$ cat src/rtl/spi_ram_ctrl_if.sv
// Request/response bus between the core and the SPI SRAM controller.
// master = core side, slave = controller side.
interface spi_ram_ctrl_if #(
  parameter int ADDR_BYTES = 3
);
  logic                    req_valid;
  logic                    req_ready;
  logic                    req_we;
  logic [8*ADDR_BYTES-1:0] req_addr;
  logic [3:0]              req_wmask;
  logic [31:0]             req_wdata;
  logic                    rsp_valid;
  logic [31:0]             rsp_rdata;
  logic                    rsp_err;

  modport master (
    output req_valid, req_we, req_addr, req_wmask, req_wdata,
    input  req_ready, rsp_valid, rsp_rdata, rsp_err
  );

  modport slave (
    input  req_valid, req_we, req_addr, req_wmask, req_wdata,
    output req_ready, rsp_valid, rsp_rdata, rsp_err
  );
endinterface

$ cat src/rtl/spi_ram_ctrl.sv
// SPI mode-0 SRAM controller: word reads, byte/half/word masked writes,
// optional WRMR sequential-mode init after reset.
//
// state      | meaning
// S_INIT     | first cycle out of reset; launch WRMR frame or go idle
// S_IDLE     | req_ready high, waiting for a request
// S_CS_SETUP | cs_n low, SCK low, DIV cycles before the first bit
// S_SHIFT    | per bit: DIV cycles SCK low, DIV cycles SCK high
// S_CS_HOLD  | last bit done, SCK low DIV cycles before cs_n rises
// S_REJECT   | illegal write mask, no SPI activity
// S_RESP     | rsp_valid pulse cycle
// S_GAP      | cs_n held high CS_GAP cycles before accepting again
module spi_ram_ctrl #(
  parameter int ADDR_BYTES = 3,
  parameter int DIV        = 1,
  parameter int CS_GAP     = 2,
  parameter int INIT_MODE  = 1
) (
  input  logic           clk,
  input  logic           rst,
  spi_ram_ctrl_if.slave  bus,
  output logic           spi_clk,
  output logic           spi_cs_n,
  output logic           spi_mosi,
  input  logic           spi_miso
);

  localparam int AW    = 8 * ADDR_BYTES;
  localparam int SR_W  = 8 + AW + 32;
  localparam int NB_W  = $clog2(SR_W + 1);
  localparam int DIV_W = (DIV > 1) ? $clog2(DIV) : 1;
  localparam int GAP_W = $clog2(CS_GAP + 1);

  typedef enum logic [2:0] {
    S_INIT, S_IDLE, S_CS_SETUP, S_SHIFT, S_CS_HOLD, S_REJECT, S_RESP, S_GAP
  } state_t;

  state_t            state;
  logic [SR_W-1:0]   sr;
  logic [NB_W-1:0]   nbits;
  logic [DIV_W-1:0]  div_cnt;
  logic [GAP_W-1:0]  gap_cnt;
  logic [31:0]       rx;
  logic              is_init;
  logic              is_read;

  logic              mask_legal;
  logic [1:0]        mask_start;
  logic [2:0]        mask_bytes;
  logic [1:0]        start_eff;
  logic [2:0]        n_data;
  logic [31:0]       wshift;
  logic [31:0]       data_field;
  logic [AW-1:0]     frame_addr;
  logic [7:0]        frame_cmd;
  logic [SR_W-1:0]   frame;
  logic [NB_W-1:0]   frame_bits;
  logic              div_last;

  always_comb begin
    mask_legal = 1'b1;
    mask_start = 2'd0;
    mask_bytes = 3'd4;
    case (bus.req_wmask)
      4'b0001: begin mask_start = 2'd0; mask_bytes = 3'd1; end
      4'b0010: begin mask_start = 2'd1; mask_bytes = 3'd1; end
      4'b0100: begin mask_start = 2'd2; mask_bytes = 3'd1; end
      4'b1000: begin mask_start = 2'd3; mask_bytes = 3'd1; end
      4'b0011: begin mask_start = 2'd0; mask_bytes = 3'd2; end
      4'b1100: begin mask_start = 2'd2; mask_bytes = 3'd2; end
      4'b1111: begin mask_start = 2'd0; mask_bytes = 3'd4; end
      default: mask_legal = 1'b0;
    endcase
  end

  // Reads always fetch the whole aligned word; writes start at the first enabled byte.
  always_comb begin
    start_eff  = bus.req_we ? mask_start : 2'd0;
    n_data     = bus.req_we ? mask_bytes : 3'd4;
    wshift     = bus.req_wdata >> {start_eff, 3'b000};
    data_field = bus.req_we ? {wshift[7:0], wshift[15:8], wshift[23:16], wshift[31:24]} : 32'h0;
    frame_addr = (bus.req_addr & ~AW'(3)) | AW'(start_eff);
    frame_cmd  = bus.req_we ? 8'h02 : 8'h03;
    frame      = {frame_cmd, frame_addr, data_field};
    frame_bits = NB_W'(8 + AW + 8 * int'(n_data));
  end

  assign div_last = (div_cnt == DIV_W'(DIV - 1));

  always_ff @(posedge clk or posedge rst) begin
    if (rst) begin
      state         <= S_INIT;
      sr            <= '0;
      nbits         <= '0;
      div_cnt       <= '0;
      gap_cnt       <= '0;
      rx            <= '0;
      is_init       <= 1'b0;
      is_read       <= 1'b0;
      spi_clk       <= 1'b0;
      spi_cs_n      <= 1'b1;
      spi_mosi      <= 1'b0;
      bus.req_ready <= 1'b0;
      bus.rsp_valid <= 1'b0;
      bus.rsp_err   <= 1'b0;
      bus.rsp_rdata <= '0;
    end else begin
      case (state)
        S_INIT: begin
          if (INIT_MODE != 0) begin
            sr       <= {16'h0140, {(SR_W - 16){1'b0}}};
            nbits    <= NB_W'(16);
            is_init  <= 1'b1;
            is_read  <= 1'b0;
            div_cnt  <= '0;
            spi_cs_n <= 1'b0;
            state    <= S_CS_SETUP;
          end else begin
            bus.req_ready <= 1'b1;
            state         <= S_IDLE;
          end
        end

        S_IDLE: begin
          if (bus.req_valid) begin
            bus.req_ready <= 1'b0;
            is_init       <= 1'b0;
            is_read       <= ~bus.req_we;
            if (bus.req_we && !mask_legal) begin
              state <= S_REJECT;
            end else begin
              sr       <= frame;
              nbits    <= frame_bits;
              div_cnt  <= '0;
              spi_cs_n <= 1'b0;
              state    <= S_CS_SETUP;
            end
          end
        end

        S_CS_SETUP: begin
          if (div_last) begin
            div_cnt  <= '0;
            spi_mosi <= sr[SR_W-1];
            state    <= S_SHIFT;
          end else begin
            div_cnt <= div_cnt + DIV_W'(1);
          end
        end

        S_SHIFT: begin
          if (div_last) begin
            div_cnt <= '0;
            if (!spi_clk) begin
              spi_clk <= 1'b1;
              rx      <= {rx[30:0], spi_miso};
            end else begin
              spi_clk <= 1'b0;
              if (nbits == NB_W'(1)) begin
                spi_mosi <= 1'b0;
                state    <= S_CS_HOLD;
              end else begin
                nbits    <= nbits - NB_W'(1);
                sr       <= {sr[SR_W-2:0], 1'b0};
                spi_mosi <= sr[SR_W-2];
              end
            end
          end else begin
            div_cnt <= div_cnt + DIV_W'(1);
          end
        end

        S_CS_HOLD: begin
          if (div_last) begin
            div_cnt  <= '0;
            spi_cs_n <= 1'b1;
            if (is_init) begin
              gap_cnt <= GAP_W'(CS_GAP - 1);
              state   <= S_GAP;
            end else begin
              bus.rsp_valid <= 1'b1;
              bus.rsp_err   <= 1'b0;
              // First byte on the wire is the lowest-addressed byte.
              if (is_read)
                bus.rsp_rdata <= {rx[7:0], rx[15:8], rx[23:16], rx[31:24]};
              state <= S_RESP;
            end
          end else begin
            div_cnt <= div_cnt + DIV_W'(1);
          end
        end

        S_REJECT: begin
          bus.rsp_valid <= 1'b1;
          bus.rsp_err   <= 1'b1;
          state         <= S_RESP;
        end

        S_RESP: begin
          bus.rsp_valid <= 1'b0;
          bus.rsp_err   <= 1'b0;
          gap_cnt       <= GAP_W'(CS_GAP - 1);
          state         <= S_GAP;
        end

        S_GAP: begin
          if (gap_cnt == '0) begin
            bus.req_ready <= 1'b1;
            state         <= S_IDLE;
          end else begin
            gap_cnt <= gap_cnt - GAP_W'(1);
          end
        end

        default: begin
          spi_cs_n      <= 1'b1;
          spi_clk       <= 1'b0;
          bus.req_ready <= 1'b0;
          state         <= S_INIT;
        end
      endcase
    end
  end

endmodule
$ cat src/flat_wrapper.sv
// flat-port wrapper written by rule: the top's interface ports become plain ports
module spi_ram_ctrl_flat 
#(
  parameter int ADDR_BYTES = 3,
  parameter int DIV        = 1,
  parameter int CS_GAP     = 2,
  parameter int INIT_MODE  = 1
)
  (clk, rst, spi_clk, spi_cs_n, spi_mosi, spi_miso, bus_req_valid, bus_req_we, bus_req_addr, bus_req_wmask, bus_req_wdata, bus_req_ready, bus_rsp_valid, bus_rsp_rdata, bus_rsp_err);
  spi_ram_ctrl_if #(.ADDR_BYTES(ADDR_BYTES)) bus_i ();
  input  logic clk;
  input  logic rst;
  output logic spi_clk;
  output logic spi_cs_n;
  output logic spi_mosi;
  input  logic spi_miso;
  input wire logic [$bits(bus_i.req_valid)-1:0] bus_req_valid;
  input wire logic [$bits(bus_i.req_we)-1:0] bus_req_we;
  input wire logic [$bits(bus_i.req_addr)-1:0] bus_req_addr;
  input wire logic [$bits(bus_i.req_wmask)-1:0] bus_req_wmask;
  input wire logic [$bits(bus_i.req_wdata)-1:0] bus_req_wdata;
  output wire logic [$bits(bus_i.req_ready)-1:0] bus_req_ready;
  output wire logic [$bits(bus_i.rsp_valid)-1:0] bus_rsp_valid;
  output wire logic [$bits(bus_i.rsp_rdata)-1:0] bus_rsp_rdata;
  output wire logic [$bits(bus_i.rsp_err)-1:0] bus_rsp_err;
  assign bus_i.req_valid = bus_req_valid;
  assign bus_i.req_we = bus_req_we;
  assign bus_i.req_addr = bus_req_addr;
  assign bus_i.req_wmask = bus_req_wmask;
  assign bus_i.req_wdata = bus_req_wdata;
  assign bus_req_ready = bus_i.req_ready;
  assign bus_rsp_valid = bus_i.rsp_valid;
  assign bus_rsp_rdata = bus_i.rsp_rdata;
  assign bus_rsp_err = bus_i.rsp_err;
  spi_ram_ctrl #(.ADDR_BYTES(ADDR_BYTES), .DIV(DIV), .CS_GAP(CS_GAP), .INIT_MODE(INIT_MODE)) u_core (.clk(clk), .rst(rst), .bus(bus_i), .spi_clk(spi_clk), .spi_cs_n(spi_cs_n), .spi_mosi(spi_mosi), .spi_miso(spi_miso));
endmodule
$ cat config.mk
export PLATFORM = sky130hd
export DESIGN_NAME = spi_ram_ctrl_flat
export DESIGN_NICKNAME = d
export VERILOG_FILES = /design/src/rtl/spi_ram_ctrl_if.sv /design/src/rtl/spi_ram_ctrl.sv /design/src/flat_wrapper.sv
export SDC_FILE = /design/constraint.sdc
export NUM_CORES = 1
export LEC_CHECK = 0
export CORE_ASPECT_RATIO = 1.5
export CORE_MARGIN = 4
export CORE_UTILIZATION = 35
export DETAILED_ROUTE_END_ITERATION = 8
export GPL_TIMING_DRIVEN = 0
export HOLD_SLACK_MARGIN = 0.02
export PLACE_DENSITY_LB_ADDON = 0.1
export SLEW_MARGIN = 10
export SYNTH_ARGS = -nofsm -noshare
export SYNTH_HDL_FRONTEND = slang
export SYNTH_SLANG_ARGS = --single-unit
$ cat constraint.sdc
create_clock -name clk -period 6.45 [get_ports clk]
set_clock_uncertainty 0.05 [all_clocks]
set_input_delay 0.645 -clock clk [delete_from_list [all_inputs] [get_ports clk]]
set_output_delay 0.645 -clock clk [all_outputs]
set_load 0.1 [all_outputs]
==> results.json <==
{
  "status": "completed",
  "hold_path_class": "reg2reg",
  "numCtsBuffers": 17,
  "synth-main-ff-cell": "dfrtp_1",
  "cpLargestDelayFamily": "buffers and inverters",
  "cts.repair.resized": 0,
  "coreArea_um2": 19900,
  "synthTopCellsByArea": "dfrtp_1 52%, mux2_2 12%, mux2i_1 7.3%, o21ai_0 4.7%, a22o_1 3.6%",
  "cp_data_arrival_time_ns": 2.10,
  "synth.avg_cell_area_um2": 11.5,
  "via_per_inst": 5.27,
  "crit_path_max_fanout": 7,
  "root_buffer": "clkbuf_16",
  "drive_gt1_frac": 0.177,
  "setup-violations-final": 0,
  "max_cap_violations": 0,
  "final_util": 0.454,
  "synth-edff-count": 0,
  "drt-total-wl_mm": 18.9,
  "place_congestion": 0.787,
  "postCtsSetupRepairBufs": 0,
  "grt_antenna_before_repair": 0,
  "grt_usage": 0.174,
  "synth_area_leader_cell": "dfrtp_1",
  "cts_sinks": 148,
  "fin_crit_ns": 2.80,
  "finalHoldViolations": 0,
  "hold_buffers": 0,
  "yosys_warnings": 0,
  "nNetsFinal": 800,
  "ys_ff_latch": 148,
  "antennaDiodeCount": 0,
  "power_leakage_nw": 4.23,
  "netlist_area_um2": 7080,
  "fp.dieW_um": 124,
  "seq_area_um2": 3700,
  "cts_max_path_buffers": 2,
  "clk_latency_ns": 0.42,
  "synth_cell_types": 56,
  "vdd_drop_max_mv": 0.205,
  "post-route-period-util": 0.434,
  "synth_sequential_area_ratio": 0.523,
  "rsz0062_at_grt": "no",
  "crit_buf_inv": 1,
  "dr.pass1.iters": 5,
  "tightest_slew_ns": 1.00,
  "initial_core_util": 0.357,
  "max_freq_mhz": 357,
  "rows": 63,
  "htreeDepth": 4,
  "port_buffers": 98,
  "critPathMaxStageDelay_ns": 1.19,
  "ios": 103,
  "vias": 5299,
  "cp_cell_sequence": "clkdlybuf4s50_1",
  "cts_tree": "done",
  "slew_headroom": 0.328,
  "p_per_area_nw_per_um2": 435,
  "grt_pass1_wl_mm": 30.6,
  "design.die.area_um2": 22600,
  "grt_max_degree": 76,
  "worstSetupStartpointType": "register",
  "path_depth": 1,
  "slew_viol_final": 0,
  "dp_hpwl_mm": 13.7,
  "grt.overflow.total": 0,
  "synth_top_area_frac": 0.519,
  "cp-end-kind": "primary output",
  "hold_depth": 1,
  "drc": 0,
  "r2r_cells": 7,
  "fillCellCount": 1945,
  "syn_inst": 614,
  "worstPathRequired_ns": 5.75,
  "syn2layout_area_growth_pct": 27.2,
  "dieHeight_um": 182,
  "ant_nets": 0,
  "async_flop_share": 1.00,
  "worstSetupPathType": "reg2out",
  "finalInstanceArea_um2": 9010,
  "crit_slowest_cell": "clkdlybuf4s50_1",
  "path_clk_slew_ns": 0.06,
  "wl_per_cell_um": 18.9,
  "postPlaceCellArea_um2": 8420,
  "grt_pass1_vias": 5693,
  "multiInputGateArea_um2": 3130,
  "syn_nets": 682,
  "drt_iter0_markers": 300
}
[cell families (layout without fill, tap and decap cells)]
logic type      after synthesis  count (layout)  share of synthesized area
compound gates              175             175                      0.165
flops                       148             148                      0.523
mux                         130             130                      0.197
simple gates                 96              96                     0.0689
buf+inv                      58             189                     0.0353
xor+xnor                      4               4                    0.00495
fa+ha+maj                     3               3                    0.00530
[layout make-up]
type,count,area share
buffer,47,0.0232
clock buffer,18,0.0487
clock inverter,14,0.0161
inverter,11,0.00542
multi-input combinational,408,0.347
sequential,148,0.411
tap,260,0.0361
timing repair buffer,99,0.112
[per-layer routing]
layer	vias up	global-route usage	wire length, um
met3	19	0.0465	962
met2	116	0.301	9830
li1	2500	-	-
met5	-	0	0
met1	2664	0.211	7840
met4	0	0.0526	320
[cells in the mapped netlist, types with 2 or more instances]
| cell | n |
|---|---|
| a211oi_1 | 2 |
| a21oi_1 | 11 |
| a221o_1 | 2 |
| a22o_1 | 29 |
| a22oi_1 | 8 |
| a31oi_1 | 6 |
| and2_1 | 4 |
| and3_1 | 2 |
| buf_2 | 7 |
| buf_4 | 2 |
| buf_6 | 2 |
| clkbuf_1 | 34 |
| dfrtp_1 | 147 |
| ha_1 | 3 |
| inv_1 | 11 |
| mux2_2 | 78 |
| mux2i_1 | 52 |
| nand2_1 | 35 |
| nand2b_1 | 3 |
| nand3_1 | 4 |
| nor2_1 | 24 |
| nor2b_1 | 3 |
| nor3_1 | 4 |
| nor3b_1 | 3 |
| o211ai_1 | 5 |
| o21a_1 | 2 |
| o21ai_0 | 67 |
| o221ai_1 | 5 |
| o31ai_1 | 29 |
| or4_1 | 2 |
| xnor2_1 | 3 |
[layout by cell type, fill, tap and decap left out, types with 24 or more instances in the layout]
cell / instances
nand2_1: 35
o21ai_0: 67
nor2_1: 24
clkdlybuf4s50_1: 98
mux2i_1: 52
o31ai_1: 29
clkbuf_1: 34
mux2_2: 78
a22o_1: 29
dfrtp_1: 147
[stage by stage]
step | hold WS [ns] | power [mW] | setup TNS, ns | setup slack (ns) | std cells
after CTS | 0.428 | 3.97 | 0 | 3.62 | 1005
after global placement | 0.422 | 2.94 | -36.07 | -0.254 | 972
after detailed placement | 0.419 | 2.97 | 0 | 3.20 | 973
final | 0.428 | 3.92 | 0 | 3.65 | 1005
after global routing | 0.452 | 4.16 | 0 | 3.37 | 1005
after floorplan | 0.399 | 2.49 | 0 | 1.78 | 614
[registers in the layout, indices dropped and copies added, names as in the netlist]
register / cells
u_core.sr: 64
u_core.bus.rsp_rdata: 32
u_core.rx: 32
u_core.nbits: 7
u_core.state: 3
u_core.gap_cnt: 2
u_core.bus.req_ready: 1
u_core.bus.rsp_err: 1
u_core.bus.rsp_valid: 1
u_core.is_init: 1
u_core.is_read: 1
u_core.spi_clk: 1
u_core.spi_cs_n: 1
u_core.spi_mosi: 1
[power by group]
group          total [mW]  switching (mW)  internal (mW)  leakage [nW]
clock               0.981           0.427          0.554         0.283
combinational        1.61            1.05          0.562          1.96
sequential           1.33           0.158           1.18          1.99
[final timing paths]
| check | slack (ns) | from | endpoint |
|---|---|---|---|
| min in group asynchronous | 0.62 | rst | u_core.bus.rsp_rdata[24]$_DFFE_PP0P_ |
| worst max-delay path | 3.65 | u_core.spi_clk$_DFFE_PP0P_ | spi_clk |
| worst max register to register | 3.72 | u_core.nbits[0]$_DFFE_PP0P_ | u_core.sr[8]$_DFFE_PP0P_ |
| worst min-delay path | 0.43 | u_core.gap_cnt[0]$_DFFE_PP0P_ | u_core.gap_cnt[0]$_DFFE_PP0P_ |
| max in group asynchronous | 4.98 | rst | u_core.nbits[1]$_DFFE_PP0P_ |
| worst min register to register | 0.43 | u_core.gap_cnt[0]$_DFFE_PP0P_ | u_core.gap_cnt[0]$_DFFE_PP0P_ |
(Power assumes the default switching activity.)
==> edit 1: new RTL, config.mk and constraints unchanged <==
The 8 states of `state_t` get a Gray code encoding in 3 bits.
--- a/src/rtl/spi_ram_ctrl.sv
+++ b/src/rtl/spi_ram_ctrl.sv
@@ -33,5 +33,5 @@
 
   typedef enum logic [2:0] {
-    S_INIT, S_IDLE, S_CS_SETUP, S_SHIFT, S_CS_HOLD, S_REJECT, S_RESP, S_GAP
+    S_INIT = 3'b000, S_IDLE = 3'b001, S_CS_SETUP = 3'b011, S_SHIFT = 3'b010, S_CS_HOLD = 3'b110, S_REJECT = 3'b111, S_RESP = 3'b101, S_GAP = 3'b100
   } state_t;
 
Formal check against the unedited RTL: same outputs for any inputs over 4 cycles, from zero or initial values and one cycle with rst high; so few cycles prove little.
==> edit 1 against the original RTL <==
  * Cell count is 1.2% lower
  * Count of clock-buffer cells in the layout down 1
  * Cell area is 1.9% lower
  * Area after synthesis decreased by 2.3%
  * Setup slack got worse by 0.18 ns
  * Sequential share of layout area grew 0.79 points
  * Largest cell class unchanged
  * Synthesized cell count shrank 1.3%
  * Sequential cell count is the same
  * Clock power rose by 0.7%
  * Wire length shrank 1.4%
  * Total power is 17% lower
  * Highest routed layer unchanged
  * Via count is 1.6% higher
==> edit 1: results (changes against the original RTL) <==
[final_layout]
nets=792  ; -1.0%
nFillCells=1801  ; -7.4%
drive_above_1_share_pct=18.6  ; +0.87 points

[logic_synthesis]
yosysSeqAreaShare_pct=53.5  ; +1.2 points
netlist_top_cells_area=dfrtp_1 (53%), mux2_2 (13%), o21ai_0 (6.4%)
netlist_top_cells_count=dfrtp_1 (147), o21ai_0 (89), mux2_2 (78), clkbuf_1 (35)
synth_cell_types=51  ; -8.9%
syn-num-nets=674  ; -1.2%

[drt]
first_iter_violations=346  ; +15%
routedWlPerCell_um=18.8  ; -0.23%
vias_per_cell=5.42  ; +2.9%

[setup_path]
cp_slowest_cell=o311ai_4
critPathMaxFanout=10  ; +3
max_stage_delay_ns=0.59  ; -0.60 ns
cp.arrival_ns=3.22  ; +1.12 ns

[pwr]
p_leak_uw=0.00385  ; -9.0%
switchingPower_uw=1250  ; -23%

[placement]
gp_congestion=0.873  ; +11%
placed_area_mm2=0.00826  ; -2.0%
dp_slack_ns=3.03  ; -0.166 ns

[sta]
tightest_slew_ns=1.00  ; -0.00105 ns

[global_route]
grt_max_degree=78  ; +2.6%
grt_first_pass_wirelength_um=30200  ; -1.6%
grt_util_all_layers_pct=17.4  ; -0.071 points
grt_pass1_vias=5665  ; -0.49%

[outcome]
status=finished clean

[clock_network]
cts.htree.levels=4  ; unchanged

## edit 1: cell types whose count changed in the layout (fill, tap and decap cells not counted), moves of 10 or more
cell,unedited run,this run
o31ai_1,29,11
a22oi_1,8,23
o21ai_1,0,26
mux2i_1,52,17
a32oi_1,0,10
o21ai_0,67,89
a22o_1,29,0
## edit 1: final cells by class
class	count	area [um2]	area share (%)
buffer	48	216	2.45
clock buffer	17	425	4.81
clock inverter	15	159	1.80
inverter	16	67.6	0.764
multi-input combinational	394	2940	33.2
sequential	148	3700	41.9
tap	256	320	3.62
timing repair buffer	99	1010	11.4
## edit 1: kinds of logic (layout without fill, tap and decap cells)
group / after synthesis / in the layout / share of synthesized area [%]
simple gates: 71 / 71 / 5.03
fa+ha+maj: 3 / 3 / 0.543
compound gates: 216 / 216 / 20.1
xor+xnor: 4 / 4 / 0.506
flops: 148 / 148 / 53.5
buf+inv: 64 / 195 / 4.00
mux: 100 / 100 / 16.2
## edit 1: layer usage
metal	track usage (%)	share of wire [%]	up-vias
li1	-	-	2500
met1	20.2	40	2712
met2	30.0	52	150
met3	5.46	6.3	24
met4	5.56	1.4	0
met5	0	0	-
## edit 1: through the flow
step,power [uW],cells
after global routing,3450,993
after floorplan,1950,606
after detailed placement,2290,961
after global placement,2270,960
after CTS,3290,993
final,3260,993
## edit 1: power groups by stage
| stage | logic, uW | clock network (uW) | registers (uW) |
|---|---|---|---|
| 2_1_floorplan | 614 | 0 | 1340 |
| 3_3_place_gp | 1040 | 0 | 1220 |
| 3_5_place_dp | 1060 | 0 | 1230 |
| 4_1_cts | 1070 | 1010 | 1210 |
| 5_1_grt | 1160 | 1060 | 1230 |
| 6_report | 1060 | 988 | 1210 |
## edit 1: path summary, 6_finish.rpt
check	start	cells past startpoint	slack, ns	endpoint
max in group asynchronous	rst	3	4.93	u_core.spi_cs_n
worst min register to register	u_core.bus.rsp_err	1	0.44	u_core.bus.rsp_err
min in group asynchronous	rst	2	0.61	u_core.bus.rsp_rdata[5]
worst min-delay path	u_core.bus.rsp_err	1	0.44	u_core.bus.rsp_err
worst max-delay path	bus_req_wmask[2]	8	3.47	u_core.sr[57]
worst max register to register	u_core.state[0]	6	3.65	u_core.sr[39]
==> edit 2: new RTL, config.mk and constraints unchanged <==
Without the edit above. `ADDR_BYTES` is set to 3 in 3 places; all go to 2.
--- a/src/rtl/spi_ram_ctrl_if.sv
+++ b/src/rtl/spi_ram_ctrl_if.sv
@@ -2,5 +2,5 @@
 // master = core side, slave = controller side.
 interface spi_ram_ctrl_if #(
-  parameter int ADDR_BYTES = 3
+  parameter int ADDR_BYTES = 2
 );
   logic                    req_valid;
--- a/src/rtl/spi_ram_ctrl.sv
+++ b/src/rtl/spi_ram_ctrl.sv
@@ -12,5 +12,5 @@
 // S_GAP      | cs_n held high CS_GAP cycles before accepting again
 module spi_ram_ctrl #(
-  parameter int ADDR_BYTES = 3,
+  parameter int ADDR_BYTES = 2,
   parameter int DIV        = 1,
   parameter int CS_GAP     = 2,
--- a/src/flat_wrapper.sv
+++ b/src/flat_wrapper.sv
@@ -2,5 +2,5 @@
 module spi_ram_ctrl_flat 
 #(
-  parameter int ADDR_BYTES = 3,
+  parameter int ADDR_BYTES = 2,
   parameter int DIV        = 1,
   parameter int CS_GAP     = 2,
Ports: changed (resized bus_req_addr); port bits go from 103 to 95. No check against the original RTL was run, so the function may have changed too.
==> edit 2 against the original RTL <==
  * Wire length decreased by 8.2%
  * Maximum frequency decreased by 7.4%
  * Setup slack got worse by 0.22 ns
  * Non-clock buffer count decreased by 15
  * Cell area decreased by 6.1%
  * Sequential cell count decreased by 9
  * Critical path type is now in -> reg
  * Combinational power decreased by 3%
  * Highest routed layer unchanged
  * Via count decreased by 7.6%
  * Total power decreased by 2.6%
  * Area after synthesis decreased by 6.3%
  * Critical endpoint is now u_core.sr[4]
  * Sequential share of layout area about the same
  * Global-route usage decreased by 0.47 points
  * Hold slack improved by 0.0068 ns
  * Critical path depth increased by 6
==> edit 2: results (changes against the original RTL) <==
[global_route]
grt_max_degree=90  ; +18%
antenna_found_initial=0  ; unchanged
grt_first_pass_wirelength_um=28300  ; -7.5%
grt_pass1_vias=5257  ; -7.7%
grt_util_all_layers_pct=17.0  ; -0.47 points

[final_layout]
drive_above_1_share_pct=24.7  ; +7.0 points
final_cells=916  ; -8.9%
reg.largest.list=u_core.sr: 56 flops, u_core.bus.rsp_rdata: 32 flops, u_core.rx: 32 flops
nFillCells=1833  ; -5.8%
nets=713  ; -11%
multi_input_area_mm2=0.00288  ; -8.0%

[logic_synthesis]
yosysSeqAreaShare_pct=52.4  ; +0.14 points
synthArstFlopShare_pct=100  ; unchanged
synth_cell_types=63  ; +13%
syn-num-nets=605  ; -11%
netlist_top_cells_count=dfrtp_1 (138), mux2_2 (105), o2bb2ai_1 (34), nor2_1 (26)
netlist_top_cells_area=dfrtp_1 (52%), mux2_2 (18%), o2bb2ai_1 (4.5%)
ys.flop_type=dfrtp_1
syn_area_per_cell_um2=12.2  ; +5.7%

[setup_path]
critPathMaxFanout=10  ; +3
r2r_end=u_core.sr[4]
criticalPathCategory=in -> reg
reg2regPathDepth=6  ; -1
regToRegStartpoint=u_core.state[1]
cp.arrival_ns=3.24  ; +1.14 ns
r2r_slack_ns=3.94  ; +0.22 ns
startpoint=bus_req_we

[placement]
dp.cells=885  ; -9.0%
placed_area_mm2=0.00786  ; -6.7%
port_buffers=88  ; -10%
dpl.hpwl_um=12600  ; -8.1%
dp_slack_ns=3.04  ; -0.158 ns
gp_congestion=0.844  ; +7.3%

[drt]
first_iter_violations=404  ; +35%
wl_um=17400  ; -8.2%
num_vias=4898  ; -7.6%
dr.pass1.iters=6  ; +1

[sta]
tightest_slew_ns=1.02  ; +0.0186 ns
hold_ws_ns=0.435  ; +0.00683 ns
fin_crit_ns=3.02  ; +0.224 ns

[clock_network]
numCtsBuffers=17  ; unchanged
cts.htree.levels=4  ; unchanged
postCtsResizedCells=0  ; unchanged
post_cts_buffers=0  ; unchanged
cts_root_buffer=clkbuf_16
cts_buffer_depth=2  ; unchanged

[outcome]
status=finished clean

[pwr]
p_leak_uw=0.00370  ; -13%
vdd_drop_max_uv=203  ; -0.73%

[min_path]
hp-class=reg -> reg

-- edit 2: worst min path at each step --
stage	end	cells after the start	from
floorplan	u_core.sr[23]	1	u_core.sr[23]
global placement	u_core.sr[30]	1	u_core.sr[30]
detailed placement	u_core.sr[29]	1	u_core.sr[29]
CTS	u_core.sr[27]	1	u_core.sr[27]
global route	u_core.sr[16]	1	u_core.sr[16]
finish	u_core.sr[25]	1	u_core.sr[25]
-- edit 2: final cells by class --
cell class,count,share of cell area (%)
plain buffers,42,2.65
clock buffers,18,5.07
clock inverters,13,1.97
inverters,14,0.680
multi-input cells,349,34.0
flip-flops and latches,139,41.1
well taps,252,3.73
repair buffers,89,10.7
-- edit 2: report_power, final --
group | internal (uW) | total [uW] | switching, uW
Combinational | 587 | 1560 | 971
Sequential | 1110 | 1270 | 162
Clock | 610 | 990 | 381
-- edit 2: cells by family after synthesis --
kind of cell | share of synthesized area [%]
AOI/OAI and AO/OA | 16.0
buffers and inverters | 4.17
and+or+nand+nor | 7.41
xor gates and xnor gates | 0.396
adders and majority gates | 0.754
muxes | 18.9
DFF | 52.4
-- edit 2: per-layer routing --
layer	global-route usage, %	up-vias	routed length, um
li1	-	2260	-
met1	18.9	2492	6770
met2	30.4	124	9260
met3	5.08	22	957
met4	6.10	0	402
met5	0	-	0
-- edit 2: critical path, stage by stage --
cell and delay (ns):
clkdlybuf4s50_1 0.48, clkbuf_1 0.37, o21ai_0 0.30, o21ai_0 0.51
a21o_1 0.28, clkbuf_1 0.48, o2bb2ai_1 0.17
